--- src/rtl/dsp_xor_pkg.sv ---
// Shared constants, state type and LFSR step function for the streaming XOR decoder.
package dsp_xor_pkg;

   localparam logic [3:0] ALUMODE_XOR     = 4'b0100;
   localparam logic [8:0] OPMODE_XOR_AB_C = 9'b000110011;
   localparam logic [4:0] INMODE_NONE     = 5'b00000;

   typedef enum logic [0:0] {
      IDLE = 1'b0,
      RUN  = 1'b1
   } state_t;

   // Fibonacci step: shift left, feedback is parity of the tapped bits.
   function automatic logic [47:0] lfsr_step(input logic [47:0] state, input logic [47:0] taps);
      return {state[46:0], ^(state & taps)};
   endfunction

endpackage

--- src/rtl/dsp_xor_dec_lfsr.sv ---
// 48-bit keystream LFSR: seed load (zero seed forced to 1), single step per enable.
module dsp_xor_dec_lfsr
   import dsp_xor_pkg::*;
#(
   parameter logic [47:0] TAPS = 48'hC000_0018_0000
) (
   input  logic        clock,
   input  logic        reset_n,
   input  logic        load,
   input  logic [47:0] seed,
   input  logic        step,
   output logic [47:0] state
);

   // A seed load wins over a coincident step.
   always_ff @(posedge clock or negedge reset_n) begin
      if (!reset_n) begin
         state <= 48'h1;
      end else if (load) begin
         state <= (seed == '0) ? 48'h1 : seed;
      end else if (step) begin
         state <= lfsr_step(state, TAPS);
      end
   end

endmodule

--- src/rtl/dsp_xor_dec.sv ---
// Streaming XOR decoder top: FSM, handshake, word counter and XOR/output stage.
// Define DSP_XOR_DEC_PRIM_EN to place the XOR and output register in a DSP48E2.
module dsp_xor_dec
   import dsp_xor_pkg::*;
#(
   parameter int unsigned WIDTH = 48,
   parameter logic [47:0] TAPS  = 48'hC000_0018_0000,
   parameter int unsigned CNT_W = 32
) (
   input  logic             clock,
   input  logic             reset_n,
   input  logic             seed_valid,
   input  logic [47:0]      seed,
   input  logic             in_valid,
   output logic             in_ready,
   input  logic [WIDTH-1:0] in_data,
   input  logic             in_last,
   output logic             out_valid,
   input  logic             out_ready,
   output logic [WIDTH-1:0] out_data,
   output logic             out_last,
   output logic [CNT_W-1:0] count
);

   if ((WIDTH < 1) || (WIDTH > 48)) begin : g_width_check
      $error("dsp_xor_dec: WIDTH must be within 1..48");
   end

   state_t      state;
   logic [47:0] key;
   logic        accept;

   assign in_ready = (state == RUN) && (!out_valid || out_ready);
   assign accept   = in_valid && in_ready;

   dsp_xor_dec_lfsr #(
      .TAPS(TAPS)
   ) u_lfsr (
      .clock  (clock),
      .reset_n(reset_n),
      .load   (seed_valid),
      .seed   (seed),
      .step   (accept),
      .state  (key)
   );

   // A seed load keeps the decoder running even when it lands on the last word.
   always_ff @(posedge clock or negedge reset_n) begin
      if (!reset_n) begin
         state <= IDLE;
      end else if (seed_valid) begin
         state <= RUN;
      end else if (accept && in_last) begin
         state <= IDLE;
      end
   end

   always_ff @(posedge clock or negedge reset_n) begin
      if (!reset_n) begin
         count <= '0;
      end else if (seed_valid) begin
         count <= '0;
      end else if (accept) begin
         count <= count + CNT_W'(1);
      end
   end

   always_ff @(posedge clock or negedge reset_n) begin
      if (!reset_n) begin
         out_valid <= 1'b0;
         out_last  <= 1'b0;
      end else if (accept) begin
         out_valid <= 1'b1;
         out_last  <= in_last;
      end else if (out_ready) begin
         out_valid <= 1'b0;
      end
   end

`ifdef DSP_XOR_DEC_PRIM_EN
   logic [1:0]  rst_sync;
   logic        rstp;
   logic [47:0] ab;
   logic [47:0] p;

   always_ff @(posedge clock or negedge reset_n) begin
      if (!reset_n) begin
         rst_sync <= '0;
      end else begin
         rst_sync <= {rst_sync[0], 1'b1};
      end
   end

   assign rstp     = !rst_sync[1];
   assign ab       = 48'(in_data);
   assign out_data = p[WIDTH-1:0];

   // P = (A:B) XOR C, registered in PREG and enabled only on accept.
   DSP48E2 #(
      .AREG         (0),
      .BREG         (0),
      .CREG         (0),
      .MREG         (0),
      .PREG         (1),
      .ACASCREG     (0),
      .BCASCREG     (0),
      .ADREG        (0),
      .DREG         (0),
      .ALUMODEREG   (0),
      .OPMODEREG    (0),
      .INMODEREG    (0),
      .CARRYINREG   (0),
      .CARRYINSELREG(0),
      .USE_MULT     ("NONE"),
      .A_INPUT      ("DIRECT"),
      .B_INPUT      ("DIRECT")
   ) u_dsp (
      .CLK          (clock),
      .A            (ab[47:18]),
      .B            (ab[17:0]),
      .C            (key),
      .D            (27'd0),
      .ALUMODE      (ALUMODE_XOR),
      .OPMODE       (OPMODE_XOR_AB_C),
      .INMODE       (INMODE_NONE),
      .CARRYIN      (1'b0),
      .CARRYINSEL   (3'b000),
      .CEA1         (1'b0),
      .CEA2         (1'b0),
      .CEB1         (1'b0),
      .CEB2         (1'b0),
      .CEC          (1'b0),
      .CED          (1'b0),
      .CEAD         (1'b0),
      .CEM          (1'b0),
      .CEP          (accept),
      .CEALUMODE    (1'b0),
      .CECTRL       (1'b0),
      .CEINMODE     (1'b0),
      .CECARRYIN    (1'b0),
      .RSTA         (1'b0),
      .RSTB         (1'b0),
      .RSTC         (1'b0),
      .RSTD         (1'b0),
      .RSTM         (1'b0),
      .RSTP         (rstp),
      .RSTALUMODE   (1'b0),
      .RSTCTRL      (1'b0),
      .RSTINMODE    (1'b0),
      .RSTALLCARRYIN(1'b0),
      .P            (p)
   );
`else
   always_ff @(posedge clock or negedge reset_n) begin
      if (!reset_n) begin
         out_data <= '0;
      end else if (accept) begin
         out_data <= in_data ^ key[WIDTH-1:0];
      end
   end
`endif

endmodule

--- config.mk ---
export PLATFORM = sky130hd
export DESIGN_NAME = dsp_xor_dec
export DESIGN_NICKNAME = d
export VERILOG_FILES = /design/src/rtl/dsp_xor_pkg.sv /design/src/rtl/dsp_xor_dec_lfsr.sv /design/src/rtl/dsp_xor_dec.sv
export SDC_FILE = /design/constraint.sdc
export NUM_CORES = 1
export LEC_CHECK = 0
export CAP_MARGIN = 10
export CORE_MARGIN = 4
export CORE_UTILIZATION = 35
export DETAILED_ROUTE_END_ITERATION = 10
export GPL_ROUTABILITY_DRIVEN = 0
export SETUP_SLACK_MARGIN = 0.5
export SLEW_MARGIN = 0
export SYNTH_ARGS = -nofsm -noshare
export SYNTH_HDL_FRONTEND = slang
export SYNTH_SLANG_ARGS = --single-unit
export TNS_END_PERCENT = 50
--- constraint.sdc ---
create_clock -name clock -period 4.6 [get_ports clock]
set_input_delay 0.46 -clock clock [delete_from_list [all_inputs] [get_ports clock]]
set_output_delay 0.46 -clock clock [all_outputs]
set_load 0.02 [all_outputs]
After elaboration in Yosys (flattened, before gate mapping)
Index checks and enable logic that the tools add are counted.
Storage, ports and cells
  register bits: 131
  input port bits: 102
  output and inout port bits: 83
  word-level logic and storage cells: 27
Cells by class
  add/subtract/negate cells: 1
  muxes and demuxes: 9
  bitwise operators: 1
  reduce and logical (&&, ||, !) cells: 10
Operator list (count)
  two-way mux 48 bit: 3
  two-way mux 32 bit: 2
  zero test 48 bit: 1
  XOR reduction 48 bit: 1
  XOR 48 bit: 1
  adder 32 x 1 -> 32 bit, second input constant: 1
  nonzero test 2 bit: 3
  two-way mux 1 bit: 4
  logical AND 1 bit: 3
  zero test 1 bit: 1
  logical OR 1 bit: 1

Logic depth before layout (Yosys ltp)
Gate-level depths: netlist of run 1.
  depth after elaboration: 7
  mapped depth: 7
  depth with buffers taken out: 5

Modules after synthesis
Synthesis of run 1 repeated with hierarchy kept, for this count alone.
Second synthesis, totals
  cell total of the unflattened synthesis: 612
  area, all modules: 6206.0 um^2
By module, submodules not included
  dsp_xor_dec: times used 1, cells an instance 384, area an instance 3853.7 um^2, sequential area each 2077.0 um^2
  dsp_xor_dec_lfsr: times used 1, cells an instance 228, area an instance 2352.3 um^2, sequential area each 1202.4 um^2

Worst setup path before layout of run 1
OpenSTA, ideal clock, no wires.
  path kind: register to register
  from: reg count[0]
  to: reg count[26]
  setup time: 128 ps
  arrival time: 1949 ps
  data required time: 4472 ps
  path slack: 2524 ps
  stages on the path, launching flop included: 8
  buffers on the path: 2
  clock period less this slack: 2076 ps
  cell sequence: dfrtp_1 > ha_1 > nand2_1 > or3_4 > buf_6 > buf_6 > nor4_1 > mux2_1
Between the ends
  word-level cells in the longest chain between the ends: 3
Ends and longest elaborated chain
  start: declaration: RTL line dsp_xor_dec.sv:22  | output logic [CNT_W-1:0] count
  start signal: assignment: RTL line dsp_xor_dec.sv:64  | count <= count + CNT_W'(1);
  adder 32 x 1 -> 32 bit: RTL line dsp_xor_dec.sv:64
  two-way mux 32 bit: RTL line dsp_xor_dec.sv:63  | end else if (accept) begin
  two-way mux 32 bit: RTL line dsp_xor_dec.sv:61  | end else if (seed_valid) begin
No other way between the ends. The select of a mux whose other input is x is not followed.
A chain may end at the register's enable or synchronous reset.

Final worst setup path of run 1
  from: in out_ready
  to: out in_ready
Between the ends
  word-level cells in the longest chain between the ends: 2
Ends and longest elaborated chain
  start: declaration: RTL line dsp_xor_dec.sv:19  | input logic out_ready,
  logical OR 1 bit: RTL line dsp_xor_dec.sv:33  | assign in_ready = (state == RUN) && (!out_valid || out_ready);
  logical AND 1 bit: RTL line dsp_xor_dec.sv:33
  end: declaration: RTL line dsp_xor_dec.sv:15  | output logic in_ready,
No other way between the ends.

==> impl_metrics.prom, run 1 <==
# TYPE chip_impl_metric gauge
chip_impl_info{name="result_of_the_run",value="finished clean"} 1
chip_impl_metric{name="io_pins",unit=""} 185
chip_impl_metric{name="number_of_distinct_library_cell_variants_in_the_gate_level_netlist_after_synthesis",unit=""} 41
chip_impl_metric{name="power_switching_share",unit="%"} 28.57
chip_impl_metric{name="total_leakage_power",unit="uW"} 0.003520
chip_impl_metric{name="preCtsSetupSlack",unit="ps"} 1826
chip_impl_metric{name="timing.critical_path.arrival",unit="ps"} 1910
chip_impl_metric{name="worst_clock_skew",unit="ps"} 6.380
chip_impl_metric{name="power.share.sequential",unit="%"} 39.4
chip_impl_metric{name="detail_route.wl_per_cell",unit="um"} 17.21
chip_impl_metric{name="synth_area",unit="um2"} 6479
chip_impl_metric{name="first_pass_grt_wire_length",unit="mm"} 29.00
chip_impl_metric{name="synthToLayoutAreaGrowth",unit="%"} 39.57
chip_impl_metric{name="maximum_number_of_pins_on_one_net_before_global_route_repair",unit=""} 148
chip_impl_metric{name="yosys.area_share.simple",unit="%"} 17.94
chip_impl_metric{name="insertedDiodeCount",unit=""} 0
chip_impl_metric{name="yosys.area_share.xor_xnor",unit="%"} 7.706
chip_impl_metric{name="synth.ff_latch_count",unit=""} 131
chip_impl_metric{name="synth-compound-area-share",unit="%"} 10.18
chip_impl_metric{name="mappedNetlistNets",unit=""} 760
chip_impl_metric{name="report.final.slew_viol_count",unit=""} 0
chip_impl_info{name="crit_path_end_kind",value="output port"} 1
chip_impl_metric{name="antenna_found_initial",unit=""} 0
chip_impl_metric{name="die_area",unit="um2"} 20750
chip_impl_metric{name="worst_slew_margin_rel",unit="%"} 39.68
chip_impl_metric{name="core",unit="um2"} 18090
chip_impl_metric{name="post_cts.resized_instances",unit=""} 0
chip_impl_metric{name="h_tree_depth",unit=""} 4
chip_impl_metric{name="max_cap_violations",unit=""} 0
chip_impl_info{name="hold_removal_path_class",value="primary input to asynchronous set/reset pin"} 1
chip_impl_metric{name="fraction_of_final_layout_cells_with_drive_strength_greater_than_1",unit="%"} 6.835
chip_impl_metric{name="power_switching",unit="uW"} 1031
chip_impl_metric{name="worstRegToRegCells",unit=""} 4
chip_impl_metric{name="final_hold_fails",unit=""} 0
chip_impl_metric{name="internal_power",unit="uW"} 2579
chip_impl_metric{name="cts_max_path_buffers",unit=""} 2
chip_impl_metric{name="cts_buffers",unit=""} 17
chip_impl_metric{name="postRouteAntennaNets",unit=""} 0
chip_impl_metric{name="hpwl_after_dpl",unit="mm"} 13.04
chip_impl_metric{name="grt_util_all_layers",unit="%"} 17.64
chip_impl_metric{name="timing.critical_path.required",unit="ps"} 4140
chip_impl_metric{name="reg2reg_setup_slack",unit="ps"} 2320
chip_impl_metric{name="insertion_delay",unit="ps"} 410
chip_impl_info{name="worst-setup-path-type",value="primary input to output port"} 1
chip_impl_metric{name="initial_core_util",unit="%"} 35.82
chip_impl_metric{name="syn_area_per_cell",unit="um2"} 9.861
chip_impl_metric{name="netlist_instances",unit=""} 657
chip_impl_metric{name="layout_min_cycle_time",unit="ps"} 2371
chip_impl_metric{name="route.vias.total",unit=""} 5417
chip_impl_metric{name="finish.net_count",unit=""} 924
chip_impl_metric{name="ctsHoldBuffers",unit=""} 0
chip_impl_metric{name="total_wirelength_of_the_detailed_routed_design",unit="mm"} 18.30
chip_impl_metric{name="core.rowCount",unit=""} 49
chip_impl_metric{name="power.density",unit="nW/um2"} 399.3
chip_impl_metric{name="grt_pass1_vias",unit=""} 5456
chip_impl_metric{name="die_h",unit="um"} 144.1
chip_impl_metric{name="fin_crit_sh",unit="%"} 51.54
chip_impl_metric{name="synthAdderAreaFrac",unit="%"} 0.1931
chip_impl_metric{name="ir_worst_vdd",unit="mV"} 0.2508
chip_impl_metric{name="detail_route.drc_violations",unit=""} 0
chip_impl_metric{name="synthMuxAreaShare",unit="%"} 9.676
chip_impl_metric{name="postCtsSetupRepairBufs",unit=""} 0
chip_impl_info{name="critical_path_startpoint_category",value="primary input"} 1
chip_impl_metric{name="number_of_buffers_added_on_ports",unit=""} 184
chip_impl_metric{name="chipWidth",unit="um"} 144.1
chip_impl_metric{name="clock-sinks",unit=""} 131
chip_impl_metric{name="number_of_warnings_reported_in_the_yosys_synthesis_log",unit=""} 0
chip_impl_metric{name="pwr-share-clk",unit="%"} 38.3
chip_impl_metric{name="worstPathMaxFanout",unit=""} 4
chip_impl_metric{name="drt_pre_antenna_iters",unit=""} 4
chip_impl_metric{name="seq_area_frac_synth",unit="%"} 50.62
chip_impl_metric{name="totalNegativeSetupSlack",unit="ps"} 0
chip_impl_info{name="setup_repair_after_global_routing_missed_its_margin",value="false"} 1
chip_impl_info{name="root_buffer",value="sky130_fd_sc_hd__clkbuf_16"} 1
chip_impl_metric{name="avgViaCountPerCell",unit=""} 5.096
chip_impl_metric{name="worst-slew-pin-transition",unit="ps"} 904.8
chip_impl_metric{name="postLayoutSetupSlackWorst",unit="ps"} 2229
chip_impl_metric{name="comb_power_share",unit="%"} 22.4
chip_impl_info{name="largest_family_of_logic_cells_by_synthesized_area",value="simple AND/OR/NAND/NOR gates"} 1
chip_impl_metric{name="globalRouteOverflowTotal",unit=""} 0
chip_impl_metric{name="highest_clock_rate",unit="GHz"} 0.4218
chip_impl_metric{name="timing.final.setup_violations",unit=""} 0
chip_impl_metric{name="clk_pin_slew_worst_paths",unit="ps"} 60
chip_impl_metric{name="first_iter_violations",unit=""} 192
chip_impl_info{name="tritoncts_clock_tree",value="yes"} 1
cell usage after synthesis:
cell	instances	area, um2
sky130_fd_sc_hd__or4_1	9	67.56
sky130_fd_sc_hd__buf_2	8	40.04
sky130_fd_sc_hd__xor2_1	1	8.760
sky130_fd_sc_hd__dfrtp_1	130	3253
sky130_fd_sc_hd__xnor2_1	56	490.5
sky130_fd_sc_hd__or3_1	5	31.28
sky130_fd_sc_hd__o21a_1	1	7.510
sky130_fd_sc_hd__nand2b_1	2	12.51
sky130_fd_sc_hd__a21o_1	1	7.510
sky130_fd_sc_hd__clkbuf_1	21	78.83
sky130_fd_sc_hd__nand2_1	66	247.7
sky130_fd_sc_hd__nor2_1	70	262.8
sky130_fd_sc_hd__mux2_1	3	33.78
sky130_fd_sc_hd__mux2_2	10	112.6
sky130_fd_sc_hd__or3_4	1	11.26
sky130_fd_sc_hd__nor4b_2	1	15.01
sky130_fd_sc_hd__dfstp_2	1	26.28
sky130_fd_sc_hd__or4_4	1	11.26
sky130_fd_sc_hd__and2_1	2	12.51
sky130_fd_sc_hd__buf_6	6	67.56
sky130_fd_sc_hd__nand4b_1	1	8.760
sky130_fd_sc_hd__and4_1	1	8.760
sky130_fd_sc_hd__nand4_2	2	25.02
sky130_fd_sc_hd__a31o_2	2	17.52
sky130_fd_sc_hd__nor3_1	2	10.01
sky130_fd_sc_hd__ha_1	1	12.51
sky130_fd_sc_hd__nor4_1	30	187.7
sky130_fd_sc_hd__buf_1	7	26.28
sky130_fd_sc_hd__mux2i_1	48	480.5
sky130_fd_sc_hd__a21oi_1	62	310.3
sky130_fd_sc_hd__nor2b_4	1	13.76
sky130_fd_sc_hd__nand4_1	11	68.82
sky130_fd_sc_hd__o311ai_0	1	8.760
sky130_fd_sc_hd__nand3_1	11	55.05
sky130_fd_sc_hd__nor2b_1	13	81.33
sky130_fd_sc_hd__or2_1	1	6.260
sky130_fd_sc_hd__inv_1	7	26.28
sky130_fd_sc_hd__nor4_2	1	12.51
sky130_fd_sc_hd__o31ai_1	7	52.55
sky130_fd_sc_hd__o21ai_0	51	255.2
sky130_fd_sc_hd__and3_1	2	12.51
final cells by class:
cell class	instances	area, um2
clock inverter	14	177.7
clock buffer	18	429.2
fill	1648	9044
timing repair buffer	187	1876
inverter	7	26.28
tap	229	286.5
multi-input combinational	477	2968
sequential	131	3279
sequential cells by signal (all words and copies together), names as in the netlist:
| signal | cells |
|---|---|
| count | 32 |
| u_lfsr.state | 48 |
| out_last | 1 |
| out_data | 48 |
| state | 1 |
| out_valid | 1 |
per-layer routing:
| metal | GRT usage, % | vias to the layer above | routed length, um |
|---|---|---|---|
| met2 | 28.71 | 150 | 8815 |
| met1 | 24.12 | 2620 | 8198 |
| li1 | - | 2637 | - |
| met3 | 4.167 | 10 | 1125 |
| met4 | 3.865 | 0 | 157 |
| met5 | 0 | - | 0 |
power by group through the flow:
stage	clock [uW]	combinational [uW]	sequential, uW
floorplan	0	287	1550
finish	1380	808	1420
global route	1480	883	1440
CTS	1420	818	1420
global placement	0	802	1440
detailed placement	0	814	1440
placed cells by master, fill, tap and decap left out, types with 2 or more instances in the layout:
cell type / instances
sky130_fd_sc_hd__nand2b_1: 2
sky130_fd_sc_hd__o31ai_1: 7
sky130_fd_sc_hd__or3_1: 5
sky130_fd_sc_hd__nor3_1: 2
sky130_fd_sc_hd__xnor2_1: 56
sky130_fd_sc_hd__mux2_1: 3
sky130_fd_sc_hd__a21oi_1: 62
sky130_fd_sc_hd__or4_1: 9
sky130_fd_sc_hd__nand2_1: 66
sky130_fd_sc_hd__nor4_1: 30
sky130_fd_sc_hd__buf_4: 3
sky130_fd_sc_hd__nand4_2: 2
sky130_fd_sc_hd__inv_1: 7
sky130_fd_sc_hd__o21ai_0: 51
sky130_fd_sc_hd__nor2b_1: 13
sky130_fd_sc_hd__mux2i_1: 48
sky130_fd_sc_hd__mux2_2: 10
sky130_fd_sc_hd__and2_1: 2
sky130_fd_sc_hd__clkbuf_16: 17
sky130_fd_sc_hd__inv_6: 3
sky130_fd_sc_hd__clkinv_4: 5
sky130_fd_sc_hd__clkinv_2: 2
sky130_fd_sc_hd__a31o_2: 2
sky130_fd_sc_hd__dfrtp_1: 130
sky130_fd_sc_hd__nor2_1: 69
sky130_fd_sc_hd__and3_1: 2
sky130_fd_sc_hd__nand4_1: 11
sky130_fd_sc_hd__nand3_1: 11
sky130_fd_sc_hd__clkdlybuf4s50_1: 182
sky130_fd_sc_hd__bufinv_16: 3
path summary, 6_finish.rpt:
check | endpoint | start
max | in_ready | out_ready
min | u_lfsr.state[10] | reset_n
max reg2reg | count[19] | count[4]
min reg2reg | out_last | out_last
max in group asynchronous | out_data[1] | reset_n
min in group clock | out_last | out_last
critical path, cell delays in order:
cell                              delay, ps
sky130_fd_sc_hd__clkdlybuf4s50_1        520
sky130_fd_sc_hd__nand2b_1               190
sky130_fd_sc_hd__and2_1                 140
sky130_fd_sc_hd__clkdlybuf4s50_1        590
stage by stage:
step | utilization, % | instance area [um2] | total power [uW] | hold slack [ps] | cells
floorplan | - | 6479 | 1840 | 164.4 | 657
global placement | 46.64 | 8436 | 2239 | 496.0 | 1031
detailed placement | 46.64 | 8436 | 2259 | 496.4 | 1031
CTS | 50.00 | 9042 | 3659 | 105.8 | 1063
global route | 50.00 | 9042 | 3801 | 139.9 | 1063
finish | 50.00 | 9042 | 3610 | 71.14 | 1063
cells by family (layout without fill, tap and decap cells):
| family | after synthesis | in the layout |
|---|---|---|
| buffers and inverters | 49 | 226 |
| AND/OR/NAND/NOR | 233 | 233 |
| XOR/XNOR | 57 | 57 |
| flip-flops | 131 | 131 |
| multiplexers | 61 | 61 |
| AO/OA/AOI/OAI | 125 | 125 |
| adder cells (fa/ha/maj) | 1 | 1 |
No activity file was read; power rests on OpenSTA's default activity.
==> run 2: changes to the inputs <==
==> constraint.sdc (replaced) <==
create_clock -name clock -period 2.4 [get_ports clock]
set_input_delay 0.24 -clock clock [delete_from_list [all_inputs] [get_ports clock]]
set_output_delay 0.24 -clock clock [all_outputs]
set_load 0.02 [all_outputs]
==> run 2 against run 1 <==
Against the previous run:
- final cell count grew 3.7%
- clock-buffer cell count is the same
- combinational power is 97% higher
- non-clock buffer count is 36 higher
- first-iteration DRC count up 30%
- flip-flop and latch count stayed put
- critical path depth rose by 1
- largest power group is now the clock network
==> impl_metrics.prom, run 2 (same netlist as run 1, synthesis figures left out) <==
# TYPE chip_impl_metric gauge
chip_impl_info{name="result_of_the_run",value="finished clean"} 1
chip_impl_metric{name="worst_clock_skew",unit="ps"} 11.69
chip_impl_metric{name="timing.hold.ws",unit="ps"} 323.8
chip_impl_metric{name="io_pins",unit=""} 185
chip_impl_metric{name="worst_slew_margin_rel",unit="%"} 49.26
chip_impl_metric{name="power.density",unit="nW/um2"} 743.0
chip_impl_metric{name="fin_crit_sh",unit="%"} 78.69
chip_impl_metric{name="reg2reg_setup_slack",unit="ps"} 510
chip_impl_metric{name="power.share.sequential",unit="%"} 38.3
chip_impl_metric{name="globalRouteOverflowTotal",unit=""} 0
chip_impl_info{name="crit_path_end_kind",value="flip-flop"} 1
chip_impl_metric{name="ir_worst_vdd",unit="mV"} 0.4929
chip_impl_metric{name="worstPathMaxFanout",unit=""} 9
chip_impl_info{name="worst-setup-path-type",value="flip-flop to flip-flop"} 1
chip_impl_metric{name="timing.critical_path.arrival",unit="ps"} 2190
chip_impl_metric{name="power_switching_share",unit="%"} 28.70
chip_impl_metric{name="detail_route.drc_violations",unit=""} 0
chip_impl_metric{name="route.vias.total",unit=""} 5631
chip_impl_metric{name="internal_power",unit="uW"} 5070
chip_impl_metric{name="first_iter_violations",unit=""} 249
chip_impl_metric{name="hpwl_after_dpl",unit="mm"} 13.33
chip_impl_metric{name="die_area",unit="um2"} 20750
chip_impl_metric{name="clock-sinks",unit=""} 131
chip_impl_info{name="layout_common_cells",value="sky130_fd_sc_hd__clkdlybuf4s50_1, sky130_fd_sc_hd__dfrtp_1, sky130_fd_sc_hd__nor2_1"} 1
chip_impl_metric{name="highest_clock_rate",unit="GHz"} 0.5295
chip_impl_metric{name="report.final.slew_viol_count",unit=""} 0
chip_impl_info{name="mostFrequentLayoutCell",value="sky130_fd_sc_hd__clkdlybuf4s50_1"} 1
chip_impl_metric{name="comb_power_share",unit="%"} 22.3
chip_impl_info{name="tritoncts_clock_tree",value="yes"} 1
chip_impl_metric{name="finish.net_count",unit=""} 963
chip_impl_metric{name="total_wirelength_of_the_detailed_routed_design",unit="mm"} 19.31
chip_impl_metric{name="total_leakage_power",unit="uW"} 0.003747
chip_impl_metric{name="antenna_found_initial",unit=""} 0
chip_impl_metric{name="avgViaCountPerCell",unit=""} 5.110
chip_impl_metric{name="pwr-share-clk",unit="%"} 39.4
chip_impl_metric{name="postRouteAntennaNets",unit=""} 0
chip_impl_metric{name="chipWidth",unit="um"} 144.1
chip_impl_info{name="timing.rr.start",value="out_valid"} 1
chip_impl_metric{name="worstRegToRegCells",unit=""} 5
chip_impl_metric{name="number_of_buffers_added_on_ports",unit=""} 184
chip_impl_metric{name="initial_core_util",unit="%"} 35.82
chip_impl_metric{name="clk_pin_slew_worst_paths",unit="ps"} 60
chip_impl_metric{name="layout_min_cycle_time",unit="ps"} 1889
chip_impl_info{name="hold_removal_path_class",value="primary input to asynchronous set/reset pin"} 1
chip_impl_metric{name="cts_max_path_buffers",unit=""} 2
chip_impl_metric{name="timing.final.setup_violations",unit=""} 0
chip_impl_info{name="crit-reg2reg-capture",value="count[18]"} 1
chip_impl_info{name="reg_top3",value="out_data: 48 flops, u_lfsr.state: 48 flops, count: 32 flops"} 1
chip_impl_metric{name="timing.critical_path.required",unit="ps"} 2700
chip_impl_metric{name="h_tree_depth",unit=""} 4
chip_impl_info{name="critical_path_startpoint_category",value="flip-flop"} 1
chip_impl_info{name="crit_path_start",value="out_valid"} 1
chip_impl_metric{name="detail_route.wl_per_cell",unit="um"} 17.52
chip_impl_metric{name="n_fill_cell",unit=""} 1542
chip_impl_metric{name="first_pass_grt_wire_length",unit="mm"} 29.95
chip_impl_metric{name="power_switching",unit="uW"} 2041
chip_impl_info{name="cp-endpoint",value="count[18]"} 1
chip_impl_metric{name="final_hold_fails",unit=""} 0
chip_impl_metric{name="grt_pass1_vias",unit=""} 5605
chip_impl_metric{name="worst-slew-pin-transition",unit="ps"} 754.2
chip_impl_metric{name="insertion_delay",unit="ps"} 420
chip_impl_metric{name="totalNegativeSetupSlack",unit="ps"} 0
chip_impl_metric{name="fraction_of_final_layout_cells_with_drive_strength_greater_than_1",unit="%"} 15.58
chip_impl_info{name="root_buffer",value="sky130_fd_sc_hd__clkbuf_16"} 1
chip_impl_metric{name="die_h",unit="um"} 144.1
chip_impl_metric{name="maximum_number_of_pins_on_one_net_before_global_route_repair",unit=""} 88
chip_impl_metric{name="synthToLayoutAreaGrowth",unit="%"} 47.72
chip_impl_metric{name="drt_pre_antenna_iters",unit=""} 4
chip_impl_metric{name="max_cap_violations",unit=""} 0
chip_impl_metric{name="cts_buffers",unit=""} 17
chip_impl_info{name="setup_repair_after_global_routing_missed_its_margin",value="true"} 1
chip_impl_metric{name="core",unit="um2"} 18090
chip_impl_metric{name="insertedDiodeCount",unit=""} 0
chip_impl_metric{name="core.rowCount",unit=""} 49
chip_impl_metric{name="grt_util_all_layers",unit="%"} 18.21
## run 2: changes by cell type in the layout (fill, tap and decap cells not counted), moves of 5 or more
| cell | delta |
|---|---|
| sky130_fd_sc_hd__buf_4 | +30 |
| sky130_fd_sc_hd__dfrtp_1 | -23 |
| sky130_fd_sc_hd__dfrtp_2 | +23 |
| sky130_fd_sc_hd__nor4_1 | -7 |
| sky130_fd_sc_hd__nor4_2 | +5 |
## run 2: critical path, cell delays in order (launching register included)
cell and delay, ps:
sky130_fd_sc_hd__dfrtp_2 400, sky130_fd_sc_hd__nor2b_4 140, sky130_fd_sc_hd__buf_6 140, sky130_fd_sc_hd__or3_4 440
sky130_fd_sc_hd__nor4_2 280, sky130_fd_sc_hd__mux2_2 360
## run 2: timing repair
action / in CTS / in global routing
hold buffers: 1 / 0
setup buffers: 6 / 15
endpoints found under the hold margin: 49 / 0
resized for setup: 6 / 21
pin swaps: 1 / 6
endpoints found under the setup margin: 21 / 22
gates cloned: 0 / 3
## run 2: worst min path at each step
stage                        from      endpoint  slack [ps]
after global routing      reset_n  out_data[20]         360
final                     reset_n  out_data[20]         320
after floorplan           reset_n      count[0]         -60
after detailed placement  reset_n  out_data[20]         210
after global placement    reset_n  out_data[21]         210
after CTS                 reset_n  out_data[20]         330
## run 2: routing by layer
layer,vias to the layer above,global-route usage (%),wire length (um)
met2,179,28.88,9047
met5,-,0,0
met1,2696,24.54,8679
li1,2728,-,-
met4,0,6.095,371
met3,28,4.497,1214
## run 2: area by class of cell
cell class / instances / area [um2] / area share, %
Timing Repair Buffer: 223 / 2191 / 22.89
Clock inverter: 14 / 201.4 / 2.105
Clock buffer: 18 / 429.2 / 4.484
Sequential cell: 131 / 3308 / 34.57
Inverter: 7 / 26.28 / 0.2745
Tap cell: 229 / 286.5 / 2.994
Multi-Input combinational cell: 480 / 3128 / 32.68
## run 2: power groups by stage
stage | Combinational, uW | Clock, uW | Sequential, uW
after global placement | 1570 | 0 | 2750
after CTS | 1590 | 2850 | 2730
final | 1590 | 2800 | 2720
after detailed placement | 1580 | 0 | 2770
after global routing | 1730 | 2960 | 2770
after floorplan | 551 | 0 | 2980
## run 2: per-stage QoR
step                      util [%]  cells  worst slack [ps]  power [uW]  instance area [um2]
after floorplan                  -    657             463.4        3529                 6561
after global placement       47.84   1045             116.3        4319                 8652
after detailed placement     47.84   1045             113.3        4354                 8652
after CTS                    51.68   1084             430.5        7174                 9348
after global routing         52.92   1102             471.2        7454                 9570
final                        52.92   1102             511.4        7111                 9570
